<file path="config.mk">
export PLATFORM = sky130hd
export DESIGN_NAME = sdm_interp
export DESIGN_NICKNAME = d
export VERILOG_FILES = /design/src/rtl/sdm_interp.sv
export SDC_FILE = /design/constraint.sdc
export NUM_CORES = 1
export LEC_CHECK = 0
export CORE_UTILIZATION = 40
export CTS_CLUSTER_DIAMETER = 200
export DETAILED_ROUTE_END_ITERATION = 8
export PLACE_DENSITY = 0.6
export SLEW_MARGIN = 10
export SYNTH_ARGS = -nofsm -noshare
export SYNTH_HDL_FRONTEND = slang
export SYNTH_SLANG_ARGS = --single-unit
export TNS_END_PERCENT = 50
</file>
<file path="constraint.sdc">
create_clock -name clk_fast -period 3.85 [get_ports clk_fast]
set_clock_uncertainty 0.05 [all_clocks]
set_input_delay 0.5775 -clock clk_fast [delete_from_list [all_inputs] [get_ports clk_fast]]
set_output_delay 0.5775 -clock clk_fast [all_outputs]
set_load 0.005 [all_outputs]
</file>
<file path="src/rtl/sdm_interp.sv">
// PCM feeder for the 1-bit sigma-delta modulator: valid/ready FIFO, offset-binary
// conversion and linear interpolation by 2^R in the clk_fast domain.
module sdm_interp #(
    parameter int W = 12,
    parameter int R = 6,
    parameter int A = 2
) (
    input  logic         clk_fast,
    input  logic         rst_n,
    input  logic         en,
    input  logic         s_valid,
    output logic         s_ready,
    input  logic [W-1:0] s_data,
    output logic [W-1:0] dout,
    output logic         seg_start,
    output logic         underrun,
    input  logic         clr_underrun
);

    localparam int DEPTH = 1 << A;
    localparam logic [W-1:0] MID = {1'b1, {(W-1){1'b0}}};

    typedef enum logic {IDLE, RUN} state_t;

    state_t              state;
    logic [W-1:0]        mem [DEPTH];
    logic [A-1:0]        wr_ptr;
    logic [A-1:0]        rd_ptr;
    logic [A:0]          count;
    logic [A:0]          count_nxt;
    logic                full_r;
    logic [R-1:0]        phase;
    logic [W-1:0]        prev;
    logic [W-1:0]        curr;
    logic signed [W+R:0] acc;
    logic signed [W:0]   delta;
    logic                push;
    logic                pop;
    logic                load;
    logic                fifo_empty;

    function automatic logic [W-1:0] to_offset(input logic [W-1:0] x);
        return {~x[W-1], x[W-2:0]};
    endfunction

    function automatic logic signed [W+R:0] sext_delta(input logic signed [W:0] d);
        return {{R{d[W]}}, d};
    endfunction

    assign fifo_empty = (count == '0);
    assign s_ready    = ~full_r;
    assign push       = s_valid & ~full_r;
    assign load       = en && (((state == IDLE) && !fifo_empty) ||
                               ((state == RUN) && (phase == {R{1'b1}})));
    assign pop        = load & ~fifo_empty;
    assign count_nxt  = count + (A+1)'(push) - (A+1)'(pop);
    assign delta      = $signed({1'b0, curr}) - $signed({1'b0, prev});
    assign dout       = acc[W+R-1:R];

    // FIFO: full flag is registered so s_ready never depends on s_valid
    always_ff @(posedge clk_fast or negedge rst_n) begin
        if (!rst_n) begin
            for (int i = 0; i < DEPTH; i++) mem[i] <= '0;
            wr_ptr <= '0;
            rd_ptr <= '0;
            count  <= '0;
            full_r <= 1'b0;
        end else begin
            if (push) begin
                mem[wr_ptr] <= to_offset(s_data);
                wr_ptr      <= wr_ptr + A'(1);
            end
            if (pop) rd_ptr <= rd_ptr + A'(1);
            count  <= count_nxt;
            full_r <= (count_nxt == (A+1)'(DEPTH));
        end
    end

    // Interpolator: acc holds prev<<R plus p*delta, so its upper bits are the output
    always_ff @(posedge clk_fast or negedge rst_n) begin
        if (!rst_n) begin
            state     <= IDLE;
            phase     <= '0;
            prev      <= MID;
            curr      <= MID;
            acc       <= $signed({1'b0, MID, {R{1'b0}}});
            seg_start <= 1'b0;
            underrun  <= 1'b0;
        end else begin
            seg_start <= load;
            if (load) begin
                state <= RUN;
                prev  <= curr;
                if (!fifo_empty) curr <= mem[rd_ptr];
                phase <= '0;
                acc   <= $signed({1'b0, curr, {R{1'b0}}});
            end else if ((state == RUN) && en) begin
                phase <= phase + R'(1);
                acc   <= acc + sext_delta(delta);
            end
            if (load && fifo_empty) underrun <= 1'b1;
            else if (clr_underrun)  underrun <= 1'b0;
        end
    end

endmodule

</file>
### Word-level counts from Yosys, hierarchy flattened

Index checks and enable logic that the tools add are counted.

* output and inout bits: 15
* register bits: 108
* input port bits: 17
* logic and storage cells: 59

* $add $sub $neg: 7
* reduce and logical (&&, ||, !) cells: 12
* magnitude comparators: 3
* equal/unequal tests: 2
* bitwise logic cells: 8
* multiplexer cells: 12

Operators with widths (count)
* $bwmux W48: 1
* $mux W19: 2
* $mux W12: 3
* $bmux W12 S2: 1
* $demux W12 S2: 1
* $add A19 B13 Y19: 1
* $sub A12 B12 Y13: 1
* $mux W6: 2
* $add A6 B1 Y6 const B: 1
* $eq A6 B6 Y1 const B: 1
* $ge A3 B3 Y1 const B: 2
* $logic_and A1 B1 Y1: 6
* $not A2 Y3: 2
* $add A2 B1 Y2 const B: 2
* $not A1 Y1: 4
* $reduce_bool A2 Y1: 2
* $add A3 B1 Y3: 1
* $eq A3 B3 Y1 const B: 1
* $logic_not A3 Y1: 1
* $lt A3 B1 Y1 const B: 1
* $sub A3 B1 Y3: 1
* $and A1 B1 Y1: 2
* $mux W1: 2
* $reduce_and A2 Y1: 1
* other kinds (2): 2

### Longest topological paths before layout

Gate-level depths: netlist of run 1.

* depth after elaboration: 8
* gate-level depth with buffers: 19
* depth with buffers taken out: 19

### Worst setup path before layout of run 1

Ideal clock, no wire load.

* path kind: register to register
* start: register prev[1]
* end: register acc[14]
* setup time: 0.129 ns
* stages on the path, launching flop included: 18
* required time: 3.671 ns
* arrival: 3.413 ns
* buffers on the path: 0
* path slack: 0.258 ns
* clock period less this slack: 3.592 ns
* cell sequence: dfrtp_1 inv_1 ha_1 nor2b_1 o21ai_0 a21boi_0 o21a_1 o21ai_0 nand2b_1 a21oi_1 xnor2_1 ha_1 a2111oi_0 a21oi_1 a31o_2 a41oi_2 mux2i_1 nand2_1

* longest elaborated chain between the ends: 4

Ends and longest elaborated chain
* from (decl): line 33 `logic [W-1:0] prev;`
* from (signal assigned): line 93 `prev <= curr;`
* $sub A12 B12 Y13: line 57 `assign delta = $signed({1'b0, curr}) - $signed({1'b0, prev});`
* $add A19 B13 Y19: line 99 `acc <= acc + sext_delta(delta);`
* $mux W19: line 97 `end else if ((state == RUN) && en) begin`
* $mux W19: line 91 `if (load) begin`
* to (signal assigned): line 86 `acc <= $signed({1'b0, MID, {R{1'b0}}});`
* to (signal assigned): line 96 `acc <= $signed({1'b0, curr, {R{1'b0}}});`
* to (signal assigned): line 99
* to (decl): line 35 `logic signed [W+R:0] acc;`

Every way passes these cells. The select of a mux whose other input is x is not followed.
A chain may end at the register's enable or synchronous reset.

### Worst setup path after layout of run 1

* start: register curr[0]
* end: register acc[16]

* longest elaborated chain between the ends: 4

Ends and longest elaborated chain
* from (decl): line 34 `logic [W-1:0] curr;`
* from (signal assigned): line 94 `if (!fifo_empty) curr <= mem[rd_ptr];`
* $sub A12 B12 Y13: line 57
* $add A19 B13 Y19: line 99
* $mux W19: line 97
* $mux W19: line 91

Every way passes these cells. The select of a mux whose other input is x is not followed.

==> impl_metrics.csv, run 1 <==
group,metric,value,unit
power,power_density,913,nW/um^2
critical_path,arrival,3910,ps
clock_tree,cts-root-buf,"clkbuf_16",
critical_path,cp_max_fo,6,
cells_and_area,multiInputGateArea,2940,um^2
sta,worstMarginPinSlew,890,ps
die,start_util,41.6,%
job,cap_viol_max_count,0,
global_routing,use_met1,22.4,%
global_routing,met3_usage,3.60,%
placement,place_ws,-46.2,ps
yosys,ys_ff_latch,107,
cells_and_area,syn_to_final_growth,13.6,%
yosys,ys_seq_area_share,45.8,%
clock_tree,clkTransAtPathRegs,70,ps
drt,wirelength,11600,um
global_routing,grt_overflow,0,
critical_path,timing.critical_path.from_type,"register",
critical_path,critical-path-top-delay-family,"compound AO/OA/AOI/OAI gates",
placement,place_congestion,0.831,
cells_and_area,drive_above_1_share,21.3,%
cells_and_area,num_antenna_cells,0,
sta,hold_viol,0,
drt,viasPerCell,5.34,
clock_tree,cts_num_sinks,107,
clock_tree,numCtsBuffers,9,
drt,drt_pass1_iterations,4,
sta,rsz0062_at_grt,"true",
critical_path,required,4040,ps
sta,layout_setup_ws,126,ps
cells_and_area,fin_area,6660,um^2
sta,totalNegativeSetupSlack,0,ps
drt,wl_per_cell,16.0,um
drt,antenna_left,0,
critical_path,slowest_delay,480,ps
placement,dpl-instance-area,6290,um^2
global_routing,busiest_layer,"met2",
sta,slew_violations,0,
die,die_x,123,um
sta,period_share,96.7,%
drt,num_vias,3865,
cells_and_area,layout_commonest_cell,"dfrtp_1",
global_routing,grt_max_degree,67,
clock_tree,clk_latency,360,ps
yosys,async_reset_ff_share,100,%
critical_path,critPathBufInv,2,
drt,drt-initial-drc-count,157,
yosys,syn_area,5860,um^2
sta,setup_viol,0,
min_path,min_path_type,"input port to asynchronous set/reset pin",
sta,slew_headroom,40.7,%
clock_tree,clockBufferDepth,2,
critical_path,cp-end-kind,"register",
global_routing,gr-usage-met2,27.4,%
die,die_h,123,um
global_routing,grt_pass1_vias,3850,
drt,drc,0,
clock_tree,cts_tree,"built",
cells_and_area,layout_common_cells,"104 x dfrtp_1, 51 x nand2_1, 49 x mux2_2, 36 x ha_1, 33 x inv_1",
yosys,synth_edf_count,0,
die,pin_count,32,
yosys,syn_avg_cell_area,11.3,um^2
yosys,syn_nets,573,
yosys,ys_types,59,
yosys,ys.flop_type,"dfrtp_1",
critical_path,slowest_stage,"o311a_2",
cells_and_area,final_nets,595,
placement,hpwl,8170,um
power,p_leak,2.95,nW
sta,hold_slack,260,ps
critical_path,cp_cell_sequence,"inv_1 > ha_1 > fa_1 > nor2b_1 > o21ai_1 > o22ai_2 > o41ai_2 > buf_4 > o311a_2 > ha_1 > a21o_1 > a21o_1 > a41oi_2 > nor3_1 > a31oi_1 > and3_1 > nand2_1",
yosys,ys_warn_count,0,
critical_path,criticalPathCategory,"register to register",
die,core,14100,um^2
placement,portBuffers,31,
die,rows,43,
global_routing,antenna_found_initial,0,
clock_tree,postCtsHoldBufs,0,
sta,fmax,269,MHz
yosys,synthCells,517,
global_routing,track_usage,16.7,%
power,ir_drop,327,uV
cells_and_area,fillers,1297,
clock_tree,htree_num_levels,3,
die,die-area,15100,um^2
cells_and_area,register_area,2680,um^2
power,p_total,0.00608,W
global_routing,grt_first_pass_wirelength,19400,um
outcome,status,"completed",
sta,min_period,3720,ps
[stage by stage]
| stage | instances | utilization (%) |
|---|---|---|
| 6_report | 724 | 47.2 |
| 5_1_grt | 724 | 47.2 |
| 4_1_cts | 723 | 46.8 |
| 3_5_place_dp | 707 | 44.7 |
| 3_3_place_gp | 707 | 44.7 |
| 2_1_floorplan | 517 | - |
[what timing repair did]
item,in CTS,in global routing
setup endpoints to repair,3,7
setup buffers,0,1
pin swaps,0,4
gates resized for setup,3,12
[layer usage]
metal	share of wire [%]	up-vias
li1	-	1867
met1	47	1910
met2	49	77
met3	3.2	11
met4	0.92	0
met5	0	-
[synthesized netlist by cell type (2+ instances only)]
master / count / area (um^2)
nor3_1: 5 / 25.0
inv_1: 33 / 124
nand2_1: 51 / 191
nor3b_1: 3 / 22.5
mux2_2: 49 / 552
nand3_1: 11 / 55.1
mux2_4: 7 / 105
clkbuf_1: 13 / 48.8
o22ai_1: 4 / 25.0
buf_4: 12 / 90.1
a41oi_1: 2 / 17.5
mux4_2: 12 / 270
o211ai_1: 8 / 60.1
dfrtp_1: 104 / 2600
o21ai_0: 33 / 165
fa_1: 3 / 60.1
a22o_1: 3 / 26.3
a21oi_1: 17 / 85.1
ha_1: 36 / 450
a31oi_1: 3 / 18.8
nor2b_1: 6 / 37.5
o21a_1: 4 / 30.0
dfstp_2: 3 / 78.8
a21o_1: 10 / 75.1
xnor2_1: 20 / 175
and3_1: 4 / 25.0
mux2i_1: 2 / 20.0
nand2b_1: 4 / 25.0
nor2_1: 13 / 48.8
buf_1: 4 / 15.0
xor2_1: 8 / 70.1
o21bai_1: 2 / 15.0
buf_6: 2 / 22.5
[kinds of logic (layout without fill, tap and decap cells)]
family	count (synthesis)	after routing	synth area share, %
DFF	107	107	45.8
and+or+nand+nor	105	105	8.41
AOI/OAI and AO/OA	102	102	11.5
muxes	70	70	16.2
buffers and inverters	66	93	5.27
adders and majority gates	39	39	8.71
xor gates and xnor gates	28	28	4.18
[sequential cells by signal, summed over array words and instances, names as in the netlist, 2 cells and up]
signal,cells
acc,18
count,3
curr,12
mem,48
phase,6
prev,12
rd_ptr,2
wr_ptr,2
[cell type report]
| type | instances | area share (%) |
|---|---|---|
| clock inverter | 6 | 0.865 |
| inverter | 34 | 1.92 |
| timing repair buffer | 43 | 5.98 |
| clock buffer | 10 | 3.44 |
| tap | 180 | 3.38 |
| sequential | 107 | 40.3 |
| multi-input combinational | 344 | 44.1 |
[power by group]
part	switching [W]	internal, W
clock network	0.000447	0.000453
registers	0.000340	0.00161
logic	0.00153	0.00170
[path summary, 6_finish.rpt]
check / start / end / slack (ps) / cells past startpoint
max: curr[0] / acc[16] / 130 / 17
min in group clk_fast: mem[35] / mem[35] / 440 / 2
max reg2reg: curr[0] / acc[16] / 130 / 17
min: rst_n / phase[4] / 260 / 1
min reg2reg: mem[35] / mem[35] / 440 / 2
max in group asynchronous: rst_n / prev[11] / 2640 / 2
[worst register-to-register path, stage by stage, from the launching register on]
cell and delay [ps]:
dfrtp_1 370, inv_1 60, ha_1 210, fa_1 400, nor2b_1 140, o21ai_1 100, o22ai_2 170, o41ai_2 90
buf_4 150, o311a_2 480, ha_1 320, a21o_1 200, a21o_1 200, a41oi_2 200, nor3_1 60, a31oi_1 170
and3_1 180, nand2_1 60
(Power assumes the default switching activity.)
==> run 2, diff against run 1 <==
--- a/config.mk
+++ b/config.mk
@@ -5,6 +5,7 @@
 export SDC_FILE = /design/constraint.sdc
 export NUM_CORES = 1
 export LEC_CHECK = 0
+export CORE_MARGIN = 2
 export CORE_UTILIZATION = 40
 export CTS_CLUSTER_DIAMETER = 200
 export DETAILED_ROUTE_END_ITERATION = 8
==> impl_metrics.csv, run 2 (synthesis gave the netlist of run 1 again) <==
group,metric,value,unit
sta,worstMarginPinSlew,945,ps
global_routing,grt_overflow,0,
power,power_density,915,nW/um^2
clock_tree,postCtsHoldBufs,0,
cells_and_area,syn_to_final_growth,14.1,%
drt,drt-initial-drc-count,243,
cells_and_area,layout_common_cells,"104 x dfrtp_1, 51 x nand2_1, 49 x mux2_2, 36 x ha_1, 33 x inv_1",
critical_path,rr_endpoint,"acc[15]",
cells_and_area,top_register,"mem",
job,cap_viol_max_count,0,
drt,drt_pass1_iterations,4,
power,p_leak,2.97,nW
cells_and_area,final_util,46.3,%
drt,wirelength,11500,um
cells_and_area,layout_commonest_cell,"dfrtp_1",
critical_path,startpoint,"curr[0]",
cells_and_area,biggestRegsByFlops,"mem: 48 flops, acc: 18 flops",
cells_and_area,drive_above_1_share,21.8,%
power,power.net_switching,0.00233,W
cells_and_area,final_nets,597,
critical_path,cp_max_fo,4,
sta,setup_viol,0,
drt,drc,0,
critical_path,cp-end-kind,"register",
die,die_x,125,um
sta,min_period,3650,ps
sta,fmax,274,MHz
power,p_int,0.00379,W
clock_tree,clkTransAtPathRegs,70,ps
clock_tree,cts_num_sinks,107,
die,die_h,125,um
global_routing,grt_max_degree,75,
clock_tree,clk_latency,350,ps
critical_path,timing.critical_path.from_type,"register",
clock_tree,clockBufferDepth,2,
critical_path,r2r_cells,18,
placement,place_ws,-33.7,ps
sta,rsz0062_at_grt,"true",
sta,period_share,94.8,%
die,pin_count,32,
cells_and_area,multiInputGateArea,2940,um^2
power,clkPwrFrac,15.1,%
critical_path,criticalPathCategory,"register to register",
placement,place_congestion,0.853,
sta,layout_setup_ws,200,ps
global_routing,grt_first_pass_wirelength,19700,um
min_path,min_path_type,"input port to asynchronous set/reset pin",
global_routing,track_usage,15.5,%
drt,viasPerCell,5.27,
cells_and_area,largest_register_ffs,48,
clock_tree,htree_num_levels,3,
global_routing,antenna_found_initial,0,
critical_path,r2r_start,"curr[0]",
cells_and_area,fillers,1311,
power,power_frac_comb,53.1,%
placement,portBuffers,31,
global_routing,grt_pass1_vias,3921,
power,ir_drop,355,uV
die,die-area,15600,um^2
placement,hpwl,8160,um
critical_path,arrival,3810,ps
die,rows,44,
power,p_sw_share,38.1,%
cells_and_area,register_area,2680,um^2
sta,slew_headroom,37.0,%
cells_and_area,num_antenna_cells,0,
die,start_util,40.6,%
sta,hold_viol,0,
clock_tree,cts_tree,"built",
drt,num_vias,3845,
drt,wl_per_cell,15.8,um
drt,antenna_left,0,
power,seq_power_share,31.8,%
die,core,14400,um^2
outcome,status,"completed",
clock_tree,numCtsBuffers,9,
critical_path,r2r_slack,200,ps
clock_tree,cts-root-buf,"clkbuf_16",
critical_path,required,4010,ps
sta,slew_violations,0,
[run 2: worst max path at each step]
stage / endpoint / slack, ps / cells past startpoint
2_1_floorplan: acc[14] / 260 / 17
3_3_place_gp: acc[14] / 50 / 17
3_5_place_dp: acc[14] / -30 / 17
4_1_cts: acc[14] / 60 / 17
5_1_grt: acc[14] / -70 / 17
6_report: acc[15] / 200 / 18
[run 2: per-stage QoR]
step	area [um^2]	instances	TNS [ps]	total power, W	hold WS [ps]
2_1_floorplan	5860	517	0	0.00430	232
3_3_place_gp	6300	711	0	0.00493	407
3_5_place_dp	6300	711	-43.8	0.00503	421
4_1_cts	6610	727	0	0.00604	360
5_1_grt	6690	730	-152	0.00661	387
6_report	6690	730	0	0.00612	314
[run 2: cell type report]
cell class,count,share of cell area (%)
clock buffers,10,3.57
clock inverters,6,0.842
inverters,34,1.91
multi-input cells,344,43.9
flip-flops and latches,107,40.1
well taps,184,3.44
repair buffers,45,6.18
[run 2: power groups by stage]
stage | logic (W) | registers (W) | clock network, W
after global routing | 0.00360 | 0.00201 | 0.000998
final | 0.00325 | 0.00194 | 0.000924
after floorplan | 0.00249 | 0.00181 | 0
after detailed placement | 0.00306 | 0.00197 | 0
after global placement | 0.00299 | 0.00194 | 0
after CTS | 0.00313 | 0.00195 | 0.000957
[run 2: per-layer routing]
layer	GRT usage, %	routed length, um
met1	21.6	5670
met5	0	0
met4	3.92	121
met2	25.1	5430
met3	2.78	322
[run 2: timing repair]
action	4_1_cts	5_1_grt
pin swaps	0	5
endpoints found under the setup margin	2	7
buffers inserted	0	3
gates resized for setup	3	13
[run 2: critical path, cell delays in order (launching register included)]
cell      delay, ps
dfrtp_1         380
inv_1            60
ha_1            210
fa_2            350
nor2b_1         150
o21ai_2          90
o22ai_2         160
o41ai_2         100
buf_4           150
xnor2_1         130
ha_1            340
a21o_1          190
a21o_1          170
a21o_1          170
a41o_1          260
a31oi_4         220
o21bai_1        100
xnor2_1         140
o211ai_1         90
